### src/rtl/router_sync.sv
// router_sync: latches the packet destination, steers writes to one of three FIFOs, and flushes FIFOs left unread too long
module router_sync #(
  parameter int TIMEOUT = 30,
  parameter int CNT_W   = 5
) (
  input  logic       clock,
  input  logic       resetn,
  input  logic       detect_add,
  input  logic [1:0] data_in,
  input  logic       write_enb_reg,
  input  logic       read_enb_0,
  input  logic       read_enb_1,
  input  logic       read_enb_2,
  input  logic       empty_0,
  input  logic       empty_1,
  input  logic       empty_2,
  input  logic       full_0,
  input  logic       full_1,
  input  logic       full_2,
  output logic [2:0] write_enb,
  output logic       fifo_full,
  output logic       vld_out_0,
  output logic       vld_out_1,
  output logic       vld_out_2,
  output logic       soft_reset_0,
  output logic       soft_reset_1,
  output logic       soft_reset_2
);
  localparam logic [CNT_W-1:0] LAST = CNT_W'(TIMEOUT - 1);
  logic [1:0]            addr_q, addr_d;
  logic [2:0]            vld, rd, soft_reset_q, soft_reset_d;
  logic [3:0]            full_v, sel;
  logic [2:0][CNT_W-1:0] timer_q, timer_d;
  assign vld          = ~{empty_2, empty_1, empty_0};
  assign rd           = {read_enb_2, read_enb_1, read_enb_0};
  assign full_v       = {1'b0, full_2, full_1, full_0};
  assign sel          = 4'b0001 << addr_q;
  assign vld_out_0    = vld[0];
  assign vld_out_1    = vld[1];
  assign vld_out_2    = vld[2];
  assign soft_reset_0 = soft_reset_q[0];
  assign soft_reset_1 = soft_reset_q[1];
  assign soft_reset_2 = soft_reset_q[2];
  // capture the header destination; address 11 maps to no FIFO and never reports full
  always_comb begin
    addr_d    = detect_add ? data_in : addr_q;
    write_enb = write_enb_reg ? sel[2:0] : 3'b000;
    fifo_full = full_v[addr_q];
  end
  // per-port idle timers: count unread valid cycles and pulse soft reset on the last one
  always_comb begin
    for (int i = 0; i < 3; i++) begin
      timer_d[i]      = (vld[i] && !rd[i] && timer_q[i] != LAST) ? timer_q[i] + 1'b1 : '0;
      soft_reset_d[i] = vld[i] && !rd[i] && timer_q[i] == LAST;
    end
  end
  // state registers; reset parks the address on the invalid port and drops any pending flush
  always_ff @(posedge clock or negedge resetn) begin
    if (!resetn) begin
      addr_q       <= 2'b11;
      timer_q      <= '0;
      soft_reset_q <= '0;
    end else begin
      addr_q       <= addr_d;
      timer_q      <= timer_d;
      soft_reset_q <= soft_reset_d;
    end
  end
endmodule

### config.mk
export PLATFORM = sky130hd
export DESIGN_NAME = router_sync
export DESIGN_NICKNAME = d
export VERILOG_FILES = /design/src/rtl/router_sync.sv
export SDC_FILE = /design/constraint.sdc
export NUM_CORES = 1
export LEC_CHECK = 0
export CORE_MARGIN = 3
export CORE_UTILIZATION = 30
export CTS_CLUSTER_DIAMETER = 60
export DETAILED_ROUTE_END_ITERATION = 6
export GPL_ROUTABILITY_DRIVEN = 0
export HOLD_SLACK_MARGIN = 0.08
export SETUP_SLACK_MARGIN = 0.1
export SLEW_MARGIN = 20
export SYNTH_ARGS = -nofsm -noshare
export SYNTH_HDL_FRONTEND = slang
export SYNTH_SLANG_ARGS = --single-unit
export TNS_END_PERCENT = 30
### constraint.sdc
create_clock -name clock -period 1.3 [get_ports clock]
set_clock_uncertainty 0.15 [all_clocks]
set_input_delay 0.39 -clock clock [delete_from_list [all_inputs] [get_ports clock]]
set_output_delay 0.39 -clock clock [all_outputs]
set_load 0.05 [all_outputs]
# After elaboration in Yosys (flattened, before gate mapping)
# Cells that the tools add are included.
# totals
word_cells	35
input_bits	15
out_inout_bits	10
regBits	20
# op_classes
bitwise	1
shift	1
reduce_logical	12
order_cmp	1
mux	6
eq_ne	6
addsub	3
# op_table
operator	count
$add 5x1->5 const B	3
$eq 5x5->1 const B	3
$mux 5	3
$ne 5x5->1 const B	3
$logic_and 1x1->1	9
$logic_not 1->1	3
$lt 2x3->1 const B	1
$mux 3	1
$not 3->3	1
$shl 1x2->3 const A	1
$bmux 1 s2	1
$mux 1	1

# Logic depth before layout (Yosys ltp)
# Gate-level depths: netlist of run 1.
# logic_depth
depth_word	4
depth_mapped	5

# Least setup slack after synthesis of run 1
# Ideal clock, no wire load.
# synth_timing
kind	register to output
start	register addr_q[1]
end	output port write_enb[0]
path_slack_ns	-0.776
path_stages_with_launch	2
arrival_ns	1.536
path_cell_list	dfstp_2 nor3b_1
# synth_via
elab_chain_cells	2
# synth_rtl
element	line_no	source
start, declared	30	logic [1:0] addr_q, addr_d;
start signal, assigned	64	addr_q <= addr_d;
$shl 1x2->3	37	assign sel = 4'b0001 << addr_q;
$mux 3	47	write_enb = write_enb_reg ? sel[2:0] : 3'b000;
end, declared	20	output logic [2:0] write_enb,
# No other way between the ends.

# Final worst setup path of run 1
# layout_timing
start	register addr_q[0]
end	output port fifo_full
# layout_via
elab_chain_cells	2
# layout_rtl
element	line_no	source
$bmux 1 s2	48	fifo_full = full_v[addr_q];
$mux 1 (not written as such)	48	
end, declared	21	output logic fifo_full,
# No other way between the ends. The select of a mux whose other input is x is not followed.

==> results of run 1 <==
final timing paths:
kind	start	to	slack (ns)	cells past startpoint
worst min register to register	timer_q[5]	timer_q[5]	0.35	1
worst max register to register	timer_q[11]	timer_q[12]	0.07	5
worst min-delay path	empty_1	soft_reset_q[1]	0.19	3
min in group asynchronous	resetn	timer_q[3]	0.27	2
max in group asynchronous	resetn	addr_q[0]	0.51	2
worst max-delay path	addr_q[0]	fifo_full	-0.62	3
metrics by stage:
stage                     total power, mW  hold slack [ns]  setup slack (ns)  setup TNS (ns)
final                               1.261           0.1893           -0.6191          -2.462
after global routing                1.318           0.1739           -0.6892          -2.832
after CTS                           1.259           0.1763           -0.6340          -2.520
after detailed placement           0.9535           0.3432           -0.5223          -6.625
after global placement             0.9479           0.3280           -0.5036          -6.194
after floorplan                    0.7845         -0.05559           -0.2266         -0.7726
layout make-up:
cell class | count | area (um^2) | area share [%]
Clock buffer | 4 | 26.28 | 1.789
Tap cell | 31 | 38.79 | 2.641
Timing Repair Buffer | 31 | 426.7 | 29.05
Sequential cell | 20 | 503.0 | 34.24
Multi-Input combinational cell | 57 | 444.2 | 30.24
Inverter | 6 | 30.03 | 2.044
what timing repair did:
item                                    CTS  global route
gates resized for setup                  32             9
pin swaps                                12            17
cloned                                    0             0
endpoints found under the setup margin   22            28
registers in the layout, summed over array words and instances (netlist names):
signal,count
addr_q,2
timer_q,15
soft_reset_q,3
worst max-delay path, delay by kind of cell, from the launching register on:
kind	cells	cell delay (ns)
buffers and inverters	1	0.15
muxes	1	0.26
DFF	1	0.61
AOI/OAI and AO/OA	1	0.07
kinds of logic after synthesis:
| group | synth area share, % |
|---|---|
| xor+xnor | 8.849 |
| compound gates | 0.5613 |
| mux | 3.652 |
| flops | 56.46 |
| buf+inv | 2.528 |
| fa+ha+maj | 8.427 |
| simple gates | 19.52 |
metal layers:
| metal | vias up | wire length, um | global-route usage [%] |
|---|---|---|---|
| met5 | - | 0 | 0 |
| met4 | 0 | 0 | 3.406 |
| met3 | 0 | 141 | 3.404 |
| met2 | 20 | 928 | 19.29 |
| met1 | 329 | 640 | 10.86 |
| li1 | 342 | - | - |
power breakdown:
group / internal [mW] / leakage (nW) / switching (mW)
Clock: 0.119 / 0.0150 / 0.177
Sequential: 0.642 / 0.269 / 0.0202
Combinational: 0.166 / 0.350 / 0.137
Total: 0.927 / 0.634 / 0.334
layout by cell type, fill, tap and decap left out, types with 4 or more instances in the layout:
master,count
sky130_fd_sc_hd__clkdlybuf4s50_1,10
sky130_fd_sc_hd__nor2_1,16
sky130_fd_sc_hd__ha_2,6
sky130_fd_sc_hd__buf_4,4
sky130_fd_sc_hd__xor2_1,6
sky130_fd_sc_hd__nand3_1,6
sky130_fd_sc_hd__dfrtp_1,18
sky130_fd_sc_hd__buf_12,11
==> reports/summary.txt, run 1 <==
=================================================================================================
Run status ......................................................................... finished, violations left
Cell taking the most area after synthesis .......................................... sky130_fd_sc_hd__dfrtp_1
Max stage delay cell, worst path ................................................... sky130_fd_sc_hd__dfstp_2
Number of antenna violations at the first check in global routing ..................            0
Site Rows ..........................................................................           19
# placed instances .................................................................          145
Setup-failing EPs final ............................................................            7
Clock tree from TritonCTS ..........................................................        built
Crit. End Element ..................................................................  output port
N_diodes ...........................................................................            0
Post-CTS Repair Setup Buffers ......................................................            0
Clock transition at path regs ......................................................      0.10 ns
Via count of the first global-routing pass .........................................          719
Post-DP HPWL .......................................................................      1341 um
Number of placed I/O pins ..........................................................           25
CP arrival .........................................................................      1.38 ns
Crit path time final ...............................................................     1.919 ns
Number of nets still failing antenna checks after routing ..........................            0
Max-slew violation count ...........................................................            0
Starting DRT DRC Count .............................................................            5
Floorplan die area .................................................................    3660 um^2
Number of distinct library cell variants in the gate-level netlist after synthesis .           17
Number of synthesis warnings .......................................................            0
Peak supply drop ...................................................................    0.6017 mV
Worst hold-check path type ......................................................... primary input to register
Area grow syn2layout ...............................................................       64.89%
Share of flip-flops with an asynchronous set or reset ..............................       100.0%
Most frequent cell after synthesis ................................................. sky130_fd_sc_hd__nor2_1
Hold buffer count at cts ...........................................................            0
Bufs on Longest Clock Path .........................................................            2
H-tree level count .................................................................            1
Power per Cell Area ................................................................ 858.7 nW/um^2
Clock buffers created by TritonCTS .................................................            3
Synthesized instance count .........................................................           83
Crit-path max FO ...................................................................            5
Total number of nets in the final design ...........................................          140
Core ar. ...........................................................................    2781 um^2
Remaining routing DRC violations ...................................................            0
Crit share post-route ..............................................................       147.6%
Overall overflow remaining after global route ......................................            0
Sum of routed wire length over all layers ..........................................      1710 um
Placed Area ........................................................................    1370 um^2
Netlist area before placement ......................................................   890.9 um^2
Critical Path Source Type ..........................................................     register
Type of the worst setup path ....................................................... register to output port
Number of nets produced by synthesis ...............................................          104
Cell chain of the critical path .................................................... mux2i_4, o21ai_4, buf_12
Number of fill cells in the layout .................................................          253
Actual slew at the worst max-slew pin ..............................................    0.1577 ns
Clock tree sinks ...................................................................           20
Register bit total from synthesis ..................................................           20
Final Worst Setup Slack ............................................................   -0.6191 ns
Number of enable flip-flop cells after synthesis ...................................            0
CTS root buffer .................................................................... sky130_fd_sc_hd__clkbuf_4
Ranking of synthesized cells by area ............................................... sky130_fd_sc_hd__dfrtp_1 (51%), sky130_fd_sc_hd__ha_1 (8.4%), sky130_fd_sc_hd__nor2_1 (8.0%)
Most instantiated cells after synthesis ............................................ sky130_fd_sc_hd__nor2_1 (19), sky130_fd_sc_hd__dfrtp_1 (18)
Largest stage delay on the critical path ...........................................      0.61 ns
Utilization after layout ...........................................................       52.81%
Initial Util .......................................................................       32.03%
Leakage power ......................................................................    0.6342 nW
Setup repair after global routing missed its margin ................................         true
Final design instance area without fill ............................................    1469 um^2
Fin. Hold Viols ....................................................................            0
Share of the yosys chip area belonging to registers ................................       56.46%
Initial DRT Pass Iterations ........................................................            4
Wire length per cell after detailed routing ........................................     11.48 um
Input/output buffers ...............................................................           24
Source-to-sink clock delay at the later pin of the worst-skew pair .................      0.29 ns
Required time reported for the critical path endpoint ..............................      0.76 ns
Synthesized area per cell ..........................................................   10.73 um^2
Most used flip-flop cell after synthesis ........................................... sky130_fd_sc_hd__dfrtp_1
Tot GR Track Use ...................................................................       10.32%
Vias per inst ......................................................................        4.638
Headroom to the max-slew limit .....................................................       89.26%
Share of the synthesized area in the top cell type .................................       50.56%
Die width ..........................................................................     60.50 um
Pin count of the biggest net entering global routing ...............................           21
Final Non-Filler Cells .............................................................          149
Die Ht .............................................................................     60.50 um
Maximum frequency from static timing analysis ......................................    521.1 MHz
Violated checks .................................................................... setup timing
Global-route wire length before repair .............................................      2822 um
# Max-Cap Violations ...............................................................            0
Via count ..........................................................................          691
Fraction of final layout cells sized beyond drive strength 1 .......................       39.83%
=================================================================================================
(Power assumes the default switching activity.)
==> run 2, diff against run 1 <==
- CORE_MARGIN: 3 -> default
- GPL_TIMING_DRIVEN: default -> 0
==> reports/summary.txt, run 2 (synthesis results as in run 1) <==
=================================================================================
Max-slew violation count ...........................................            0   unchanged
Die width ..........................................................     56.50 um   -6.6%
Initial Util .......................................................       32.03%   unchanged
Core ar. ...........................................................    2781 um^2   unchanged
Setup-failing EPs final ............................................            7   unchanged
Via count of the first global-routing pass .........................          714   -0.70%
Clock tree sinks ...................................................           20   unchanged
# placed instances .................................................          138   -4.8%
Leading cell types in the layout, fill and taps excluded ........... sky130_fd_sc_hd__dfrtp_1 (18), sky130_fd_sc_hd__nor2_1 (15), sky130_fd_sc_hd__clkdlybuf4s50_1 (9)
Die Ht .............................................................     56.50 um   -6.6%
Number of antenna violations at the first check in global routing ..            0   unchanged
Hold buffer count at cts ...........................................            0   unchanged
Number of flip-flops under the largest register name ...............           15   unchanged
Final Worst Setup Slack ............................................   -0.6238 ns   -0.004695 ns
Crit-path max FO ...................................................            4   -1
Worst setup slack after placement ..................................    -1.144 ns   -0.6219 ns
Clock buffers created by TritonCTS .................................            3   unchanged
Fin. Hold Viols ....................................................            0   unchanged
Run status ......................................................... finished, violations left
Pin count of the biggest net entering global routing ...............           21   unchanged
Bufs on Longest Clock Path .........................................            2   unchanged
Largest registers ranked by flip-flop count ........................ timer_q: 15 flops, soft_reset_q: 3 flops, addr_q: 2 flops
N_diodes ...........................................................            0   unchanged
Maximum frequency from static timing analysis ......................    519.8 MHz   -0.24%
# Max-Cap Violations ...............................................            0   unchanged
Worst hold-check path type ......................................... primary input to asynchronous set/reset pin
Wire length per cell after detailed routing ........................     12.31 um   +7.3%
Input/output buffers ...............................................           24   unchanged
Headroom to the max-slew limit .....................................       42.76%   -47 points
Sum of routed wire length over all layers ..........................      1834 um   +7.3%
Tot GR Track Use ...................................................       13.08%   +2.8 points
Largest stage delay on the critical path ...........................      0.58 ns   -0.03 ns
Hold_ws ............................................................    0.1428 ns   -0.04651 ns
Leading cell type in the layout, fill and taps excluded ............ sky130_fd_sc_hd__dfrtp_1
Actual slew at the worst max-slew pin ..............................    0.8586 ns   +0.7009 ns
Via count ..........................................................          693   +0.29%
Total number of nets in the final design ...........................          140   unchanged
Crit. End Element ..................................................  output port
Floorplan die area .................................................    3192 um^2   -13%
Number of placed I/O pins ..........................................           25   unchanged
Met1 GRT Util ......................................................       15.66%   +4.8 points
Number of fill cells in the layout .................................          255   +0.79%
Starting DRT DRC Count .............................................           11   +6
Met2 track utilization from global routing .........................       22.02%   +2.7 points
Critical Path Source Type ..........................................     register
Peak supply drop ...................................................    0.7091 mV   +18%
Leakage power ......................................................    0.6091 nW   -3.9%
Site Rows ..........................................................           19   unchanged
H-tree level count .................................................            1   unchanged
Total chip power ...................................................     1.282 mW   +1.7%
Max stage delay cell, worst path ................................... sky130_fd_sc_hd__dfstp_2
CP arrival .........................................................      1.38 ns   about the same
Type of the worst setup path ....................................... register to output port
Area grow syn2layout ...............................................       54.49%
Register containing the most flip-flops in the final layout ........      timer_q
Crit path time final ...............................................     1.924 ns   +0.004695 ns
Required time reported for the critical path endpoint ..............      0.76 ns   about the same
Clock transition at path regs ......................................      0.12 ns   +0.02 ns
Source-to-sink clock delay at the later pin of the worst-skew pair .      0.30 ns   about the same
Met3 track utilization from global routing .........................       5.069%   +1.7 points
Global-route wire length before repair .............................      3180 um   +13%
Remaining routing DRC violations ...................................            0   unchanged
Crit share post-route ..............................................       148.0%   +0.36 points
Final Non-Filler Cells .............................................          149   unchanged
Global routing's busiest layer .....................................         met2
Vias per inst ......................................................        4.651   +0.29%
CTS root buffer .................................................... sky130_fd_sc_hd__clkbuf_4
Number of nets still failing antenna checks after routing ..........            0   unchanged
Overall overflow remaining after global route ......................            0   unchanged
Violated checks .................................................... setup timing
Cell chain of the critical path .................................... mux2i_2, o21ai_4, buf_6
Clock tree from TritonCTS ..........................................        built
Utilization after layout ...........................................       49.48%   -3.3 points
Post-DP HPWL .......................................................      1337 um   -0.33%
Initial DRT Pass Iterations ........................................            2   -2
Fraction of final layout cells sized beyond drive strength 1 .......       40.68%   +0.85 points
Setup repair after global routing missed its margin ................         true
Power per Cell Area ................................................ 931.6 nW/um^2   +8.5%
=================================================================================
[run 2: path summary, 6_finish.rpt]
kind	start	endpoint	slack [ns]	depth (start not counted)
max	addr_q[0]	fifo_full	-0.62	3
min	resetn	timer_q[4]	0.14	1
max reg2reg	timer_q[1]	timer_q[0]	0.07	5
min reg2reg	timer_q[10]	timer_q[10]	0.34	1
max in group asynchronous	resetn	timer_q[10]	0.32	1
min in group clock	empty_0	soft_reset_q[0]	0.17	3
[run 2: power by group]
group | internal [mW] | leakage (nW) | switching, mW
Combinational | 0.129 | 0.319 | 0.131
Sequential | 0.642 | 0.269 | 0.0193
Clock | 0.171 | 0.0210 | 0.190
Total | 0.942 | 0.609 | 0.340
[run 2: layout make-up]
class	instances	area, um^2	area share [%]
well taps	31	38.79	2.818
flip-flops and latches	20	503.0	36.55
clock buffers	4	36.28	2.636
multi-input cells	57	435.4	31.64
inverters	6	30.03	2.182
repair buffers	31	332.8	24.18
[run 2: worst max-delay path, delay by kind of cell (launching register included)]
kind | cells | cell delay [ns]
DFF | 1 | 0.58
muxes | 1 | 0.27
buffers and inverters | 1 | 0.15
AOI/OAI and AO/OA | 1 | 0.07
[run 2: through the flow]
step / TNS, ns / instance area (um^2)
6_report: -2.610 / 1376
5_1_grt: -3.008 / 1376
4_1_cts: -2.453 / 1329
3_5_place_dp: -18.53 / 1205
3_3_place_gp: -17.49 / 1205
2_1_floorplan: -0.7726 / 925.9
[run 2: routing by layer]
metal | wire (um) | up-vias
li1 | - | 337
met1 | 740 | 325
met2 | 934 | 29
met4 | 13 | 0
met3 | 145 | 2
met5 | 0 | -
[run 2: repair_timing]
item,4_1_cts,5_1_grt
setup endpoints to repair,45,27
pin swaps,6,16
buffers inserted,5,2
gates resized for setup,103,10
hold endpoints to repair,0,0
==> run 3, diff against run 2 <==
- SLEW_MARGIN: 20 -> 10
==> results of run 3 <==
Final layout, timing and power as in run 2 (identical DEF).
